`config.mk`:
```
export PLATFORM = sky130hd
export DESIGN_NAME = batch_vec_packer_flat
export DESIGN_NICKNAME = d
export VERILOG_FILES = /design/src/rtl/batch_vec_packer_pkg.sv /design/src/rtl/batch_vec_packer_if.sv /design/src/rtl/batch_vec_packer.sv /design/src/flat_wrapper.sv
export SDC_FILE = /design/constraint.sdc
export NUM_CORES = 1
export LEC_CHECK = 0
export ABC_CLOCK_PERIOD_IN_PS = 8750
export BUFFER_PORTS_ARGS = -buffer_cell sky130_fd_sc_hd__buf_2
export CORE_MARGIN = 10
export CORE_UTILIZATION = 60
export DETAILED_ROUTE_END_ITERATION = 16
export PLACE_DENSITY = 0.83
export SLEW_MARGIN = 20
export SYNTH_ARGS = -nofsm -noshare
export SYNTH_HDL_FRONTEND = slang
export SYNTH_SLANG_ARGS = --single-unit
```
`constraint.sdc`:
```
create_clock -name clk -period 8.75 [get_ports clk]
set_clock_uncertainty 0.2 [all_clocks]
set_input_delay 0.875 -clock clk [delete_from_list [all_inputs] [get_ports clk]]
set_output_delay 0.875 -clock clk [all_outputs]
set_load 0.01 [all_outputs]
```
`src/rtl/batch_vec_packer_pkg.sv`:
```
// Shared definitions for the feature-stream packer and the batch-norm stage.
// Frame geometry, sample/frame types and the hold-register state encoding.
package batch_pkg;

    localparam int N     = 32;
    localparam int W     = 16;
    localparam int IDX_W = $clog2(N);

    typedef logic signed [W-1:0] sample_t;
    typedef sample_t [0:N-1]     vec_t;

    typedef enum logic {
        HOLD_EMPTY = 1'b0,
        HOLD_FULL  = 1'b1
    } hold_state_e;

    // The completing sample never lands in the assembly buffer in time, so it is spliced in here.
    function automatic vec_t load_frame(input vec_t assembly, input sample_t tail);
        vec_t frame;
        frame        = assembly;
        frame[N-1]   = tail;
        return frame;
    endfunction

endpackage

```
`src/rtl/batch_vec_packer_if.sv`:
```
// Sample stream in, parallel frame out. The master side feeds samples and
// acts as the frame consumer; the slave side is the packer.
interface batch_vec_packer_if;
    import batch_pkg::*;

    logic    s_valid;
    sample_t s_data;
    logic    s_last;
    logic    s_ready;
    logic    ready_in;
    logic    valid_out;
    vec_t    output_data;

    modport master (
        output s_valid,
        output s_data,
        output s_last,
        output ready_in,
        input  s_ready,
        input  valid_out,
        input  output_data
    );

    modport slave (
        input  s_valid,
        input  s_data,
        input  s_last,
        input  ready_in,
        output s_ready,
        output valid_out,
        output output_data
    );

endinterface

```
`src/rtl/batch_vec_packer.sv`:
```
// Serial-to-vector packer: assembles N samples into a frame and parks it in a
// hold register so the next frame can assemble while the consumer is busy.
module batch_vec_packer
    import batch_pkg::*;
(
    input  logic                clk,
    input  logic                rst_n,
    batch_vec_packer_if.slave   bus,
    output logic                frame_err_o,
    output logic [15:0]         frame_cnt_o
);

    logic [IDX_W-1:0] idx_q, idx_d;
    vec_t             asm_q, asm_d;
    vec_t             hold_q, hold_d;
    hold_state_e      state_q, state_d;
    logic             frame_err_q, frame_err_d;
    logic [15:0]      frame_cnt_q, frame_cnt_d;

    logic last_slot;
    logic full;
    logic s_ready;
    logic accept;
    logic complete;
    logic short_drop;
    logic xfer;

    assign last_slot  = (idx_q == IDX_W'(N-1));
    assign full       = (state_q == HOLD_FULL);
    // A frame may only complete when the hold register is free or draining this cycle.
    assign s_ready    = !(last_slot && full && !bus.ready_in);
    assign accept     = bus.s_valid && s_ready;
    assign complete   = accept && last_slot;
    assign short_drop = accept && bus.s_last && !last_slot;
    assign xfer       = full && bus.ready_in;

    generate
        for (genvar gi = 0; gi < N; gi++) begin : g_slot
            assign asm_d[gi] = (accept && (idx_q == IDX_W'(gi))) ? bus.s_data : asm_q[gi];
        end
    endgenerate

    always_comb begin
        state_d     = state_q;
        hold_d      = hold_q;
        idx_d       = idx_q;
        frame_err_d = 1'b0;
        frame_cnt_d = frame_cnt_q;

        if (accept) begin
            idx_d = (last_slot || bus.s_last) ? '0 : idx_q + IDX_W'(1);
        end
        if (short_drop) begin
            frame_err_d = 1'b1;
        end
        if (xfer) begin
            frame_cnt_d = frame_cnt_q + 16'd1;
        end

        case (state_q)
            HOLD_EMPTY: begin
                if (complete) begin
                    state_d = HOLD_FULL;
                    hold_d  = load_frame(asm_q, bus.s_data);
                end
            end
            HOLD_FULL: begin
                if (complete) begin
                    hold_d = load_frame(asm_q, bus.s_data);
                end else if (xfer) begin
                    state_d = HOLD_EMPTY;
                end
            end
            default: begin
                state_d = HOLD_EMPTY;
            end
        endcase
    end

    always_ff @(posedge clk or negedge rst_n) begin
        if (!rst_n) begin
            state_q     <= HOLD_EMPTY;
            idx_q       <= '0;
            asm_q       <= '0;
            hold_q      <= '0;
            frame_err_q <= 1'b0;
            frame_cnt_q <= 16'd0;
        end else begin
            state_q     <= state_d;
            idx_q       <= idx_d;
            asm_q       <= asm_d;
            hold_q      <= hold_d;
            frame_err_q <= frame_err_d;
            frame_cnt_q <= frame_cnt_d;
        end
    end

    assign bus.s_ready     = s_ready;
    assign bus.valid_out   = full;
    assign bus.output_data = hold_q;
    assign frame_err_o     = frame_err_q;
    assign frame_cnt_o     = frame_cnt_q;

endmodule

```
`src/flat_wrapper.sv`:
```
// flat-port wrapper written by rule: the top's interface ports become plain ports
module batch_vec_packer_flat import batch_pkg::*;
  (clk, rst_n, frame_err_o, frame_cnt_o, bus_s_valid, bus_s_data, bus_s_last, bus_ready_in, bus_s_ready, bus_valid_out, bus_output_data);
  batch_vec_packer_if bus_i ();
  input  logic clk;
  input  logic rst_n;
  output logic frame_err_o;
  output logic [15:0] frame_cnt_o;
  input wire logic [$bits(bus_i.s_valid)-1:0] bus_s_valid;
  input wire logic [$bits(bus_i.s_data)-1:0] bus_s_data;
  input wire logic [$bits(bus_i.s_last)-1:0] bus_s_last;
  input wire logic [$bits(bus_i.ready_in)-1:0] bus_ready_in;
  output wire logic [$bits(bus_i.s_ready)-1:0] bus_s_ready;
  output wire logic [$bits(bus_i.valid_out)-1:0] bus_valid_out;
  output wire logic [$bits(bus_i.output_data)-1:0] bus_output_data;
  assign bus_i.s_valid = bus_s_valid;
  assign bus_i.s_data = bus_s_data;
  assign bus_i.s_last = bus_s_last;
  assign bus_i.ready_in = bus_ready_in;
  assign bus_s_ready = bus_i.s_ready;
  assign bus_valid_out = bus_i.valid_out;
  assign bus_output_data = bus_i.output_data;
  batch_vec_packer u_core (.clk(clk), .rst_n(rst_n), .bus(bus_i), .frame_err_o(frame_err_o), .frame_cnt_o(frame_cnt_o));
endmodule
```
==> run metrics, run 1 <==
CTS Buffer Depth=3; maximum VDD drop=around 180 uV; f_max=0.2210 GHz; # nets final=2853; internal power=0.008248 W; share of cells above drive strength 1=60.19%; Core Region=approximately 65000 um^2; static leakage=25.28 nW; GR Overflow Total=0; max incr delay on CP=0.92 ns; met2 usage=43.37%; post-route clock period utilization=51.71%; CP endpoint kind=flop; Starting Density=between 60% and 70%; vias in the first global route=between 20000 and 25000; top cell family by delay on the critical path=buffers and inverters; Final Hold Viols=0; PortBufs=roughly 550; DRC=0; Total Neg Setup Slack=0 ns; GRT Max-Usage Layer=met2; Synth cell types=40; Reg power frac=51.3%; WS Path Type=reg -> reg; post-cts sizing count=0; Syn Nets=about 2300; MaxCap Viol Count=0; clock transition at the registers of the reported paths=roughly 0.060 ns; Hold-fix buffers, CTS=0; worst min path class=in -> async; Avg Inst Size Synth=17.10 um^2; slew of the pin with the lowest slew margin=approximately 1.2 ns; cells after synthesis=2296; detailed-route via count=21590; slowest CP cell=buf_4; drt total wl=100200 um; Fill cells=3964; Final setup viols=0; placed cell areas=42440 um^2; post-synthesis sequential area ratio=between 60% and 70%; Tot GR Track Use=26.06%; Placer Congestion=0.7996; Routed WL per cell=about 27 um; die width=around 280 um; FP Rows=93; post-route minimum period=4.525 ns; required time worst endpoint=9.07 ns; Yosys reg bits=1031; most frequent cells in the layout=dfrtp_1, mux2_2, buf_2; WP buf/inv=2; Post-synth ARST share=100.0%; setup bufs post-CTS=0; mapped cell area=39270 um^2; Clock Sinks=1031; combinational cell fraction of total power=around 7.3%; DIE HEIGHT=275.8 um; Worst EP arrival=4.84 ns; root buffer cell=clkbuf_16; Synth Flop Type=dfrtp_1; power per standard cell area=232.5 nW/um^2; critical path launch point type=flop; Final HPWL DP=roughly 64000 um; largest net degree at the start of global routing=188; H-tree depth=3; Synth-to-Final Area Change=16.85%; initial antenna violation count=3; commonest non-fill, non-tap cell in the layout=dfrtp_1; yosys warns=0; CP Cell Sequence=ha_1 > and3_1 > ha_1 > nand3_4 > buf_4 > buf_4 > mux2_2; EDFF count, synth=0; Multi-input gate area=around 13000 um^2; CTS tree=done; clk_lat worst skew=0.65 ns; Initial DRT Pass Iterations=4; Switching Fraction=22.67%; max-slew violations=0; storage element area=25800 um^2; CP max FO=78; cts bufs inserted=100; design area=45880 um^2; vias per cell=5.740; switching pwr=0.002418 W; Clock Power Share=41.4%; drt initial violations=1335; DRT antenna net count=0; Die ar.=76080 um^2; routing usage on met3=7.529%; first-pass GRT wire length=149700 um; outcome=finished, final reports clean; M1 GR Usage=31.51%; Top Ports=between 500 and 600; Slew HR=17.89%; unrepaired setup endpoints after global routing=false
-- cell families after synthesis --
kind of cell,after synthesis,synth area share [%]
mux,1010,29.34
compound gates,5,0.09560
simple gates,82,2.062
xor+xnor,15,0.3346
flops,1031,65.70
fa+ha+maj,7,0.2230
buf+inv,146,2.237
-- sequential cells by signal, summed over array words and instances, names as in the netlist --
| name | flops |
|---|---|
| u_core.bus.output_data | 512 |
| u_core.asm_q | 496 |
| u_core.frame_cnt_o | 16 |
| u_core.idx_q | 5 |
| u_core.bus.valid_out | 1 |
| u_core.frame_err_o | 1 |
-- final timing paths --
kind / start / to / slack, ns / cells past startpoint
max: u_core.idx_q[0] / u_core.bus.output_data[59] / 4.23 / 7
max in group asynchronous: rst_n / u_core.asm_q[197] / 5.96 / 3
min reg2reg: u_core.asm_q[491] / u_core.bus.output_data[491] / 0.28 / 1
min in group clk: bus_s_last / u_core.idx_q[4] / 0.28 / 2
max reg2reg: u_core.idx_q[0] / u_core.bus.output_data[59] / 4.23 / 7
min: rst_n / u_core.bus.output_data[464] / 0.12 / 1
-- cell type report --
| class | count | area share (%) |
|---|---|---|
| antenna | 2 | 0.01091 |
| multi-input combinational | 1119 | 27.47 |
| clock inverter | 36 | 0.9872 |
| sequential | 1031 | 56.23 |
| timing repair buffer | 569 | 6.468 |
| tap | 855 | 2.332 |
| clock buffer | 145 | 6.466 |
| inverter | 4 | 0.03272 |
-- routing by layer --
| layer | share of wire [%] | routed length [um] |
|---|---|---|
| met4 | 4.0 | 3971 |
| met5 | 0.017 | 17 |
| met1 | 38 | 38420 |
| met2 | 50 | 49960 |
| met3 | 7.8 | 7795 |
-- metrics by stage --
| step | utilization, % | cells | total power [W] | hold slack, ns | setup WS (ns) |
|---|---|---|---|---|---|
| 4_1_cts | 71.01 | 3759 | 0.01074 | 0.1746 | 4.279 |
| 2_1_floorplan | - | 2296 | 0.006017 | 0.2541 | 5.910 |
| 3_3_place_gp | 65.71 | 3578 | 0.006233 | 0.2549 | 4.328 |
| 3_5_place_dp | 65.71 | 3578 | 0.006323 | 0.2754 | 4.275 |
| 5_1_grt | 71.04 | 3760 | 0.01105 | 0.2133 | 4.020 |
| 6_report | 71.05 | 3761 | 0.01067 | 0.1173 | 4.225 |
-- synthesized netlist by cell type, types with 3 or more instances --
cell / instances / share of area [%]
inv_1: 3 / 0.029
nand3_1: 7 / 0.089
ha_1: 7 / 0.22
xor2_1: 5 / 0.11
buf_6: 17 / 0.49
dfrtp_1: 1031 / 66
mux2_2: 935 / 27
nor2_8: 15 / 0.76
mux2_1: 34 / 0.98
nor2_2: 12 / 0.19
clkbuf_1: 51 / 0.49
buf_12: 4 / 0.20
mux2_4: 40 / 1.5
nand4_4: 7 / 0.38
xnor2_1: 10 / 0.22
buf_2: 56 / 0.71
nand2_1: 12 / 0.11
nand2b_1: 3 / 0.048
nand4_1: 5 / 0.080
buf_4: 12 / 0.23
nor2_4: 3 / 0.086
nor2_1: 6 / 0.057
-- power groups by stage --
| stage | combinational [W] | clock, W | sequential, W |
|---|---|---|---|
| floorplan | 0.000570 | 0 | 0.00545 |
| detailed placement | 0.000785 | 0 | 0.00554 |
| CTS | 0.000795 | 0.00448 | 0.00546 |
| global placement | 0.000742 | 0 | 0.00549 |
| global route | 0.000847 | 0.00469 | 0.00552 |
| finish | 0.000782 | 0.00442 | 0.00547 |
-- worst register-to-register path: cells and delay by family (launching register included) --
| family | cells | cell delay [ns] |
|---|---|---|
| buffers and inverters | 2 | 1.87 |
| AND/OR/NAND/NOR | 2 | 0.79 |
| adder cells (fa/ha/maj) | 2 | 0.62 |
| multiplexers | 1 | 0.48 |
| flip-flops | 1 | 0.43 |
(Power assumes the default switching activity.)
==> run 2: changes to the inputs <==
--- a/config.mk
+++ b/config.mk
@@ -5,12 +5,13 @@
 export SDC_FILE = /design/constraint.sdc
 export NUM_CORES = 1
 export LEC_CHECK = 0
-export ABC_CLOCK_PERIOD_IN_PS = 8750
+export ABC_AREA = 1
+export ABC_CLOCK_PERIOD_IN_PS = 3800
 export BUFFER_PORTS_ARGS = -buffer_cell sky130_fd_sc_hd__buf_2
 export CORE_MARGIN = 10
-export CORE_UTILIZATION = 60
+export CORE_UTILIZATION = 51
 export DETAILED_ROUTE_END_ITERATION = 16
-export PLACE_DENSITY = 0.83
+export PLACE_DENSITY = 0.75
 export SLEW_MARGIN = 20
 export SYNTH_ARGS = -nofsm -noshare
 export SYNTH_HDL_FRONTEND = slang
==> constraint.sdc (replaced) <==
create_clock -name clk -period 3.8 [get_ports clk]
set_clock_uncertainty 0.2 [all_clocks]
set_input_delay 0.38 -clock clk [delete_from_list [all_inputs] [get_ports clk]]
set_output_delay 0.38 -clock clk [all_outputs]
set_load 0.01 [all_outputs]
==> run 2 against run 1 <==
Against the previous run: synthesized cell count up 77%; highest routed layer is now met4; clock power increased by 130%; largest cell class unchanged; register-to-register slack got worse by 3.5 ns.
==> run metrics, run 2 <==
outcome=finished, final reports clean (unchanged); H-tree depth=3 (unchanged); Initial DRT Pass Iterations=6 (was 4); DRC=0 (unchanged); die width=295.9 um (was 275.8 um); placed cell areas=42320 um^2 (was 42440 um^2); unrepaired setup endpoints after global routing=false (unchanged); cells after synthesis=4074 (was 2296); share of cells above drive strength 1=17.67% (was 60.19%); Synth-to-Final Area Change=17.87% (was 16.85%); CP max FO=181 (was 78); Reg power frac=51.9% (was 51.3%); slew of the pin with the lowest slew margin=1.203 ns (was 1.232 ns); most common library cells after synthesis=nand2_1, dfrtp_1, nand3_1 (was dfrtp_1, mux2_2, buf_2); # nets final=4518 (was 2853); Largest register FFs=512 (unchanged); PortBufs=551 (unchanged); GR Overflow Total=0 (unchanged); Routed WL per cell=20.88 um (was 26.63 um); Synth Flop Type=dfrtp_1 (unchanged); clock transition at the registers of the reported paths=0.07 ns (was 0.06 ns); Avg Inst Size Synth=9.530 um^2 (was 17.10 um^2); Slew HR=19.79% (was 17.89%); largest net degree at the start of global routing=220 (was 188); R2R depth=9 (was 7); Placer Congestion=0.8234 (was 0.7996); setup slack, reg-to-reg=0.68 ns (was 4.23 ns); combinational cell fraction of total power=6.4% (was 7.3%); post-route minimum period=3.115 ns (was 4.525 ns); drt total wl=116000 um (was 100200 um); Total Neg Setup Slack=0 ns (unchanged); Final setup viols=0 (unchanged); design area=45760 um^2 (was 45880 um^2); Syn Nets=4102 (was 2324); overall power=0.02411 W (was 0.01067 W); Worst EP arrival=3.42 ns (was 4.84 ns); Yosys reg bits=1031 (unchanged); Placed Cells=5358 (was 3578); cts bufs inserted=103 (was 100); Final Hold Viols=0 (unchanged); Reg2Reg Launch Point=u_core.idx_q[0] (unchanged); setup bufs post-CTS=0 (unchanged); yosys warns=0 (unchanged); CTS tree=done (unchanged); CTS Buffer Depth=3 (unchanged); CP endpoint kind=flop (unchanged); switching pwr=0.005887 W (was 0.002418 W); vias per cell=5.545 (was 5.740); Synth top area share=66.45% (was 65.70%); Clock Sinks=1031 (unchanged); DIE HEIGHT=295.9 um (was 275.8 um); Top Ports=552 (unchanged); initial antenna violation count=2 (was 3); Reg2Reg Capture Point=u_core.idx_q[1] (was u_core.bus.output_data[59]); Die ar.=87560 um^2 (was 76080 um^2); area leader, netlist=dfrtp_1 (unchanged); met2 usage=41.23% (was 43.37%); WS Path Type=reg -> reg (unchanged); top post-synthesis cells by area=dfrtp_1, nand2_1, nand3_1, o21ai_0, clkbuf_1 (was dfrtp_1, mux2_2, mux2_4, mux2_1, nor2_8); detailed-route via count=30790 (was 21590); post-route clock period utilization=81.98% (was 51.71%); Tot GR Track Use=26.09% (was 26.06%); power per standard cell area=526.8 nW/um^2 (was 232.5 nW/um^2); f_max=0.3210 GHz (was 0.2210 GHz); critical path launch point type=flop (unchanged); Core Region=75700 um^2 (was 64580 um^2); most frequent cells in the layout=nand2_1, dfrtp_1, buf_2 (was dfrtp_1, mux2_2, buf_2); GRT Max-Usage Layer=met2 (unchanged); MaxCap Viol Count=0 (unchanged); maximum VDD drop=341.2 uV (was 178.6 uV); internal power=0.01822 W (was 0.008248 W); Final HPWL DP=69710 um (was 63630 um); first-pass GRT wire length=178100 um (was 149700 um); routing usage on met3=4.819% (was 7.529%); Clock Power Share=41.7% (was 41.4%); EDFF count, synth=0 (unchanged); most frequent cell after synthesis=nand2_1 (was dfrtp_1); clk_lat worst skew=0.65 ns (about the same); Synth cell types=23 (was 40); root buffer cell=clkbuf_16 (unchanged); FP Rows=101 (was 93); Starting Density=51.29% (was 60.80%); Final Instance Count excl. Fillers=5553 (was 3761); mapped cell area=38820 um^2 (was 39270 um^2); static leakage=25.32 nW (was 25.28 nW); post-synthesis sequential area ratio=66.45% (was 65.70%); drt initial violations=3249 (was 1335); vias in the first global route=29780 (was 23840); max-slew violations=0 (unchanged); DRT antenna net count=0 (unchanged); required time worst endpoint=4.11 ns (was 9.07 ns); Post-synth ARST share=100.0% (unchanged); M1 GR Usage=35.82% (was 31.51%); Switching Fraction=24.42% (was 22.67%); commonest non-fill, non-tap cell in the layout=nand2_1 (was dfrtp_1); worst min path class=in -> async (unchanged)
==> run 2: cell count changes after synthesis, moves of 34 or more <==
cell	change
nand3_1	+506
mux2_2	-934
o21ai_1	+83
o21ai_0	+433
mux2_4	-40
nor2_1	+41
mux2_1	-34
nand2_1	+1567
clkbuf_1	+178
==> run 2: kinds of logic after synthesis <==
kind of cell	share of synthesized area, %
compound gates	6.784
xor+xnor	0.2256
fa+ha+maj	0.2256
buf+inv	3.825
flops	66.45
mux	0.02900
simple gates	22.46
==> run 2: how the worst max path moves through the flow <==
stage | endpoint | startpoint | slack (ns)
after floorplan | bus_s_ready | u_core.idx_q[0] | 1.37
after global placement | u_core.asm_q[210] | u_core.idx_q[0] | 0.88
after detailed placement | u_core.asm_q[221] | u_core.idx_q[0] | 0.80
after CTS | u_core.idx_q[1] | u_core.idx_q[0] | 0.61
after global routing | u_core.idx_q[1] | u_core.idx_q[0] | 0.38
final | u_core.idx_q[1] | u_core.idx_q[0] | 0.68
==> run 2: final cells by class <==
class | instances | area, um^2
Fill cell | 6254 | 29930
Sequential cell | 1031 | 25800
Multi-Input combinational cell | 2687 | 11560
Timing Repair Buffer | 630 | 3652
Clock buffer | 158 | 3097
Tap cell | 978 | 1224
Clock inverter | 31 | 287.8
Inverter | 37 | 140.1
Antenna cell | 1 | 2.502
==> run 2: metrics by stage <==
| step | hold slack [ns] | utilization (%) | setup WS [ns] |
|---|---|---|---|
| finish | 0.07386 | 60.46 | 0.6846 |
| global route | 0.09902 | 60.45 | 0.3829 |
| CTS | 0.06612 | 60.45 | 0.6093 |
| detailed placement | 0.1901 | 55.91 | 0.8020 |
| global placement | 0.1900 | 55.91 | 0.8788 |
| floorplan | -0.1156 | - | 1.373 |
==> run 2: critical path, cell delays in order, from the launching register on <==
cell           delay (ns)
dfrtp_1              0.42
ha_1                 0.27
inv_1                0.06
nor2_1               0.21
ha_4                 0.27
buf_12               0.52
nor2_1               0.25
nand3_1              0.12
dlygate4sd3_1        0.54
o21ai_0              0.08
==> run 2: what timing repair did <==
action	4_1_cts	5_1_grt
hold endpoints to repair	111	0
hold buffers	5	0
setup endpoints to repair	0	0
gates resized for setup	0	0
==> run 2: metal layers <==
metal	vias up	routed length (um)
met5	-	0
met4	0	4070
met3	213	9585
met2	1335	55130
met1	15280	47170
li1	13960	-
==> run 2: power by group through the flow <==
| stage | Clock (W) | Sequential, W | Combinational (W) |
|---|---|---|---|
| 6_report | 0.0101 | 0.0125 | 0.00155 |
| 5_1_grt | 0.0107 | 0.0126 | 0.00181 |
| 4_1_cts | 0.0102 | 0.0125 | 0.00157 |
| 3_5_place_dp | 0 | 0.0127 | 0.00155 |
| 3_3_place_gp | 0 | 0.0126 | 0.00148 |
| 2_1_floorplan | 0 | 0.0125 | 0.000955 |
==> run 3: changes to the inputs <==
--- a/config.mk
+++ b/config.mk
@@ -5,13 +5,13 @@
 export SDC_FILE = /design/constraint.sdc
 export NUM_CORES = 1
 export LEC_CHECK = 0
-export ABC_AREA = 1
-export ABC_CLOCK_PERIOD_IN_PS = 3800
+export ABC_AREA = 0
+export ABC_CLOCK_PERIOD_IN_PS = 2550
 export BUFFER_PORTS_ARGS = -buffer_cell sky130_fd_sc_hd__buf_2
 export CORE_MARGIN = 10
-export CORE_UTILIZATION = 51
+export CORE_UTILIZATION = 52
 export DETAILED_ROUTE_END_ITERATION = 16
-export PLACE_DENSITY = 0.75
+export PLACE_DENSITY = 0.76
 export SLEW_MARGIN = 20
 export SYNTH_ARGS = -nofsm -noshare
 export SYNTH_HDL_FRONTEND = slang
==> constraint.sdc (replaced) <==
create_clock -name clk -period 2.55 [get_ports clk]
set_clock_uncertainty 0.2 [all_clocks]
set_input_delay 0.255 -clock clk [delete_from_list [all_inputs] [get_ports clk]]
set_output_delay 0.255 -clock clk [all_outputs]
set_load 0.01 [all_outputs]
==> run 3 against run 2 <==
Against the previous run: the run now ends with setup timing left; sequential power up 50%; power up 56%; via count down 28%; worst hold slack worse by 0.034 ns; wire length down 6.2%; register-to-register slack worse by 0.74 ns; clock-buffer cell count down 9; clock power up 53%; critical endpoint is now u_core.asm_q[79]; largest power group unchanged; highest routed layer unchanged.
==> run metrics, run 3 (synthesis gave the netlist of run 1 again) <==
outcome=finished, violations left (was finished, final reports clean); failing checks=setup timing; H-tree depth=3 (unchanged); Worst EP arrival=2.93 ns (was 3.42 ns); drt total wl=108800 um (was 116000 um); detailed-route via count=22280 (was 30790); Routed WL per cell=27.04 um (was 20.88 um); DIE HEIGHT=294.8 um (was 295.9 um); initial antenna violation count=2 (unchanged); largest net degree at the start of global routing=91 (was 220); post-route minimum period=2.609 ns (was 3.115 ns); max-slew violations=0 (unchanged); unrepaired setup endpoints after global routing=true (was false); slew of the pin with the lowest slew margin=1.075 ns (was 1.203 ns); worst min path class=in -> async (unchanged); Initial DRT Pass Iterations=4 (was 6); clock transition at the registers of the reported paths=0.06 ns (was 0.07 ns); Placer Congestion=0.8136 (was 0.8234); CTS Buffer Depth=3 (unchanged); clk_lat worst skew=0.64 ns (was 0.65 ns); Top Ports=552 (unchanged); R2R depth=11 (was 9); met2 usage=40.63% (was 41.23%); vias per cell=5.537 (was 5.545); Largest register FFs=512 (unchanged); routing usage on met3=5.146% (was 4.819%); maximum VDD drop=587.6 uV (was 341.2 uV); cts bufs inserted=102 (was 103); Clock Sinks=1031 (unchanged); DRC=0 (unchanged); first-pass GRT wire length=158200 um (was 178100 um); critical path launch point type=flop (unchanged); CTS tree=done (unchanged); PortBufs=551 (unchanged); Final Instance Count excl. Fillers=4024 (was 5553); Placed Cells=3814 (was 5358); Core Region=74700 um^2 (was 75700 um^2); CP max FO=7 (was 181); MaxCap Viol Count=0 (unchanged); Tot GR Track Use=24.11% (was 26.09%); GRT Max-Usage Layer=met2 (unchanged); drt initial violations=1155 (was 3249); required time worst endpoint=2.87 ns (was 4.11 ns); static leakage=26.64 nW (was 25.32 nW); Final setup viols=158 (was 0); Slew HR=28.34% (was 19.79%); share of cells above drive strength 1=62.90% (was 17.67%); Final HPWL DP=72310 um (was 69710 um); CP endpoint kind=flop (unchanged); Synth-to-Final Area Change=25.13% (was 17.87%); commonest non-fill, non-tap cell in the layout=dfrtp_1 (was nand2_1); vias in the first global route=24510 (was 29780); Final WS setup=-0.05909 ns (was 0.6846 ns); power per standard cell area=765.5 nW/um^2 (was 526.8 nW/um^2); post-route clock period utilization=102.3% (was 81.98%); GR Overflow Total=0 (unchanged); # nets final=3002 (was 4518); FP Rows=100 (was 101); die width=294.8 um (was 295.9 um); Final Hold Viols=0 (unchanged); M1 GR Usage=30.05% (was 35.82%); root buffer cell=clkbuf_16 (unchanged); Die ar.=86900 um^2 (was 87560 um^2); DRT antenna net count=0 (unchanged); f_max=0.3833 GHz (was 0.3210 GHz); most frequent cells in the layout=dfrtp_1, mux2_2, buf_2 (was nand2_1, dfrtp_1, buf_2); Starting Density=52.57% (was 51.29%); WS Path Type=reg -> reg (unchanged); Hold WS=0.03980 ns (was 0.07386 ns)
[run 3: worst max-delay path, cell delays in order (launching register included)]
cell,delay [ns]
dfrtp_1,0.42
ha_4,0.17
and3_4,0.18
ha_4,0.15
nand3b_1,0.15
buf_12,0.14
buf_12,0.11
nand4_4,0.16
buf_12,0.20
nor2_8,0.14
buf_12,0.15
mux2_2,0.33
[run 3: per-stage QoR]
step | TNS (ns) | setup WS (ns) | total power, W | util, % | area [um^2]
3_5_place_dp | 0 | 0.001416 | 0.02203 | 59.71 | 44600
2_1_floorplan | -8.284 | -0.07607 | 0.02068 | - | 39560
3_3_place_gp | 0 | 0.01383 | 0.02172 | 59.71 | 44600
5_1_grt | -29.67 | -0.1350 | 0.03896 | 65.77 | 49130
6_report | -2.861 | -0.05909 | 0.03761 | 65.78 | 49130
4_1_cts | -1.044 | -0.03559 | 0.03750 | 64.58 | 48240
[run 3: where the power goes]
group | switching (W) | internal, W | total [W]
clock | 0.00629 | 0.00916 | 0.0155
sequential | 0.000889 | 0.0179 | 0.0188
combinational | 0.00144 | 0.00192 | 0.00336
total | 0.00862 | 0.0290 | 0.0376
[run 3: final cells by class]
cell class / instances / area, um^2
Tap cell: 969 / 1212
Fill cell: 5076 / 25560
Clock inverter: 35 / 475.5
Inverter: 4 / 15.01
Clock buffer: 149 / 2999
Multi-Input combinational cell: 1120 / 13480
Timing Repair Buffer: 715 / 5146
Antenna cell: 1 / 2.502
Sequential cell: 1031 / 25800
[run 3: worst paths after layout]
check	from	end	slack, ns
hold / removal	rst_n	u_core.bus.output_data[491]	0.04
setup / recovery	u_core.idx_q[1]	u_core.asm_q[79]	-0.06
min in group clk	bus_s_valid	u_core.idx_q[1]	0.08
hold reg to reg	u_core.asm_q[107]	u_core.asm_q[107]	0.29
max in group asynchronous	rst_n	u_core.bus.output_data[428]	1.21
setup reg to reg	u_core.idx_q[1]	u_core.asm_q[79]	-0.06
[run 3: timing repair]
item                       in CTS  in global routing
resized for setup              14                150
gates cloned                    0                 10
hold buffers                    5                  0
setup endpoints to repair      14                478
pin swaps                       2                  8
hold endpoints to repair      641                  0
setup buffers                   5                  5
[run 3: layer usage]
layer | routed length (um) | part of all wire (%)
met2 | 54060 | 50
met1 | 44290 | 41
met3 | 6361 | 5.8
met5 | 0 | 0
met4 | 4089 | 3.8
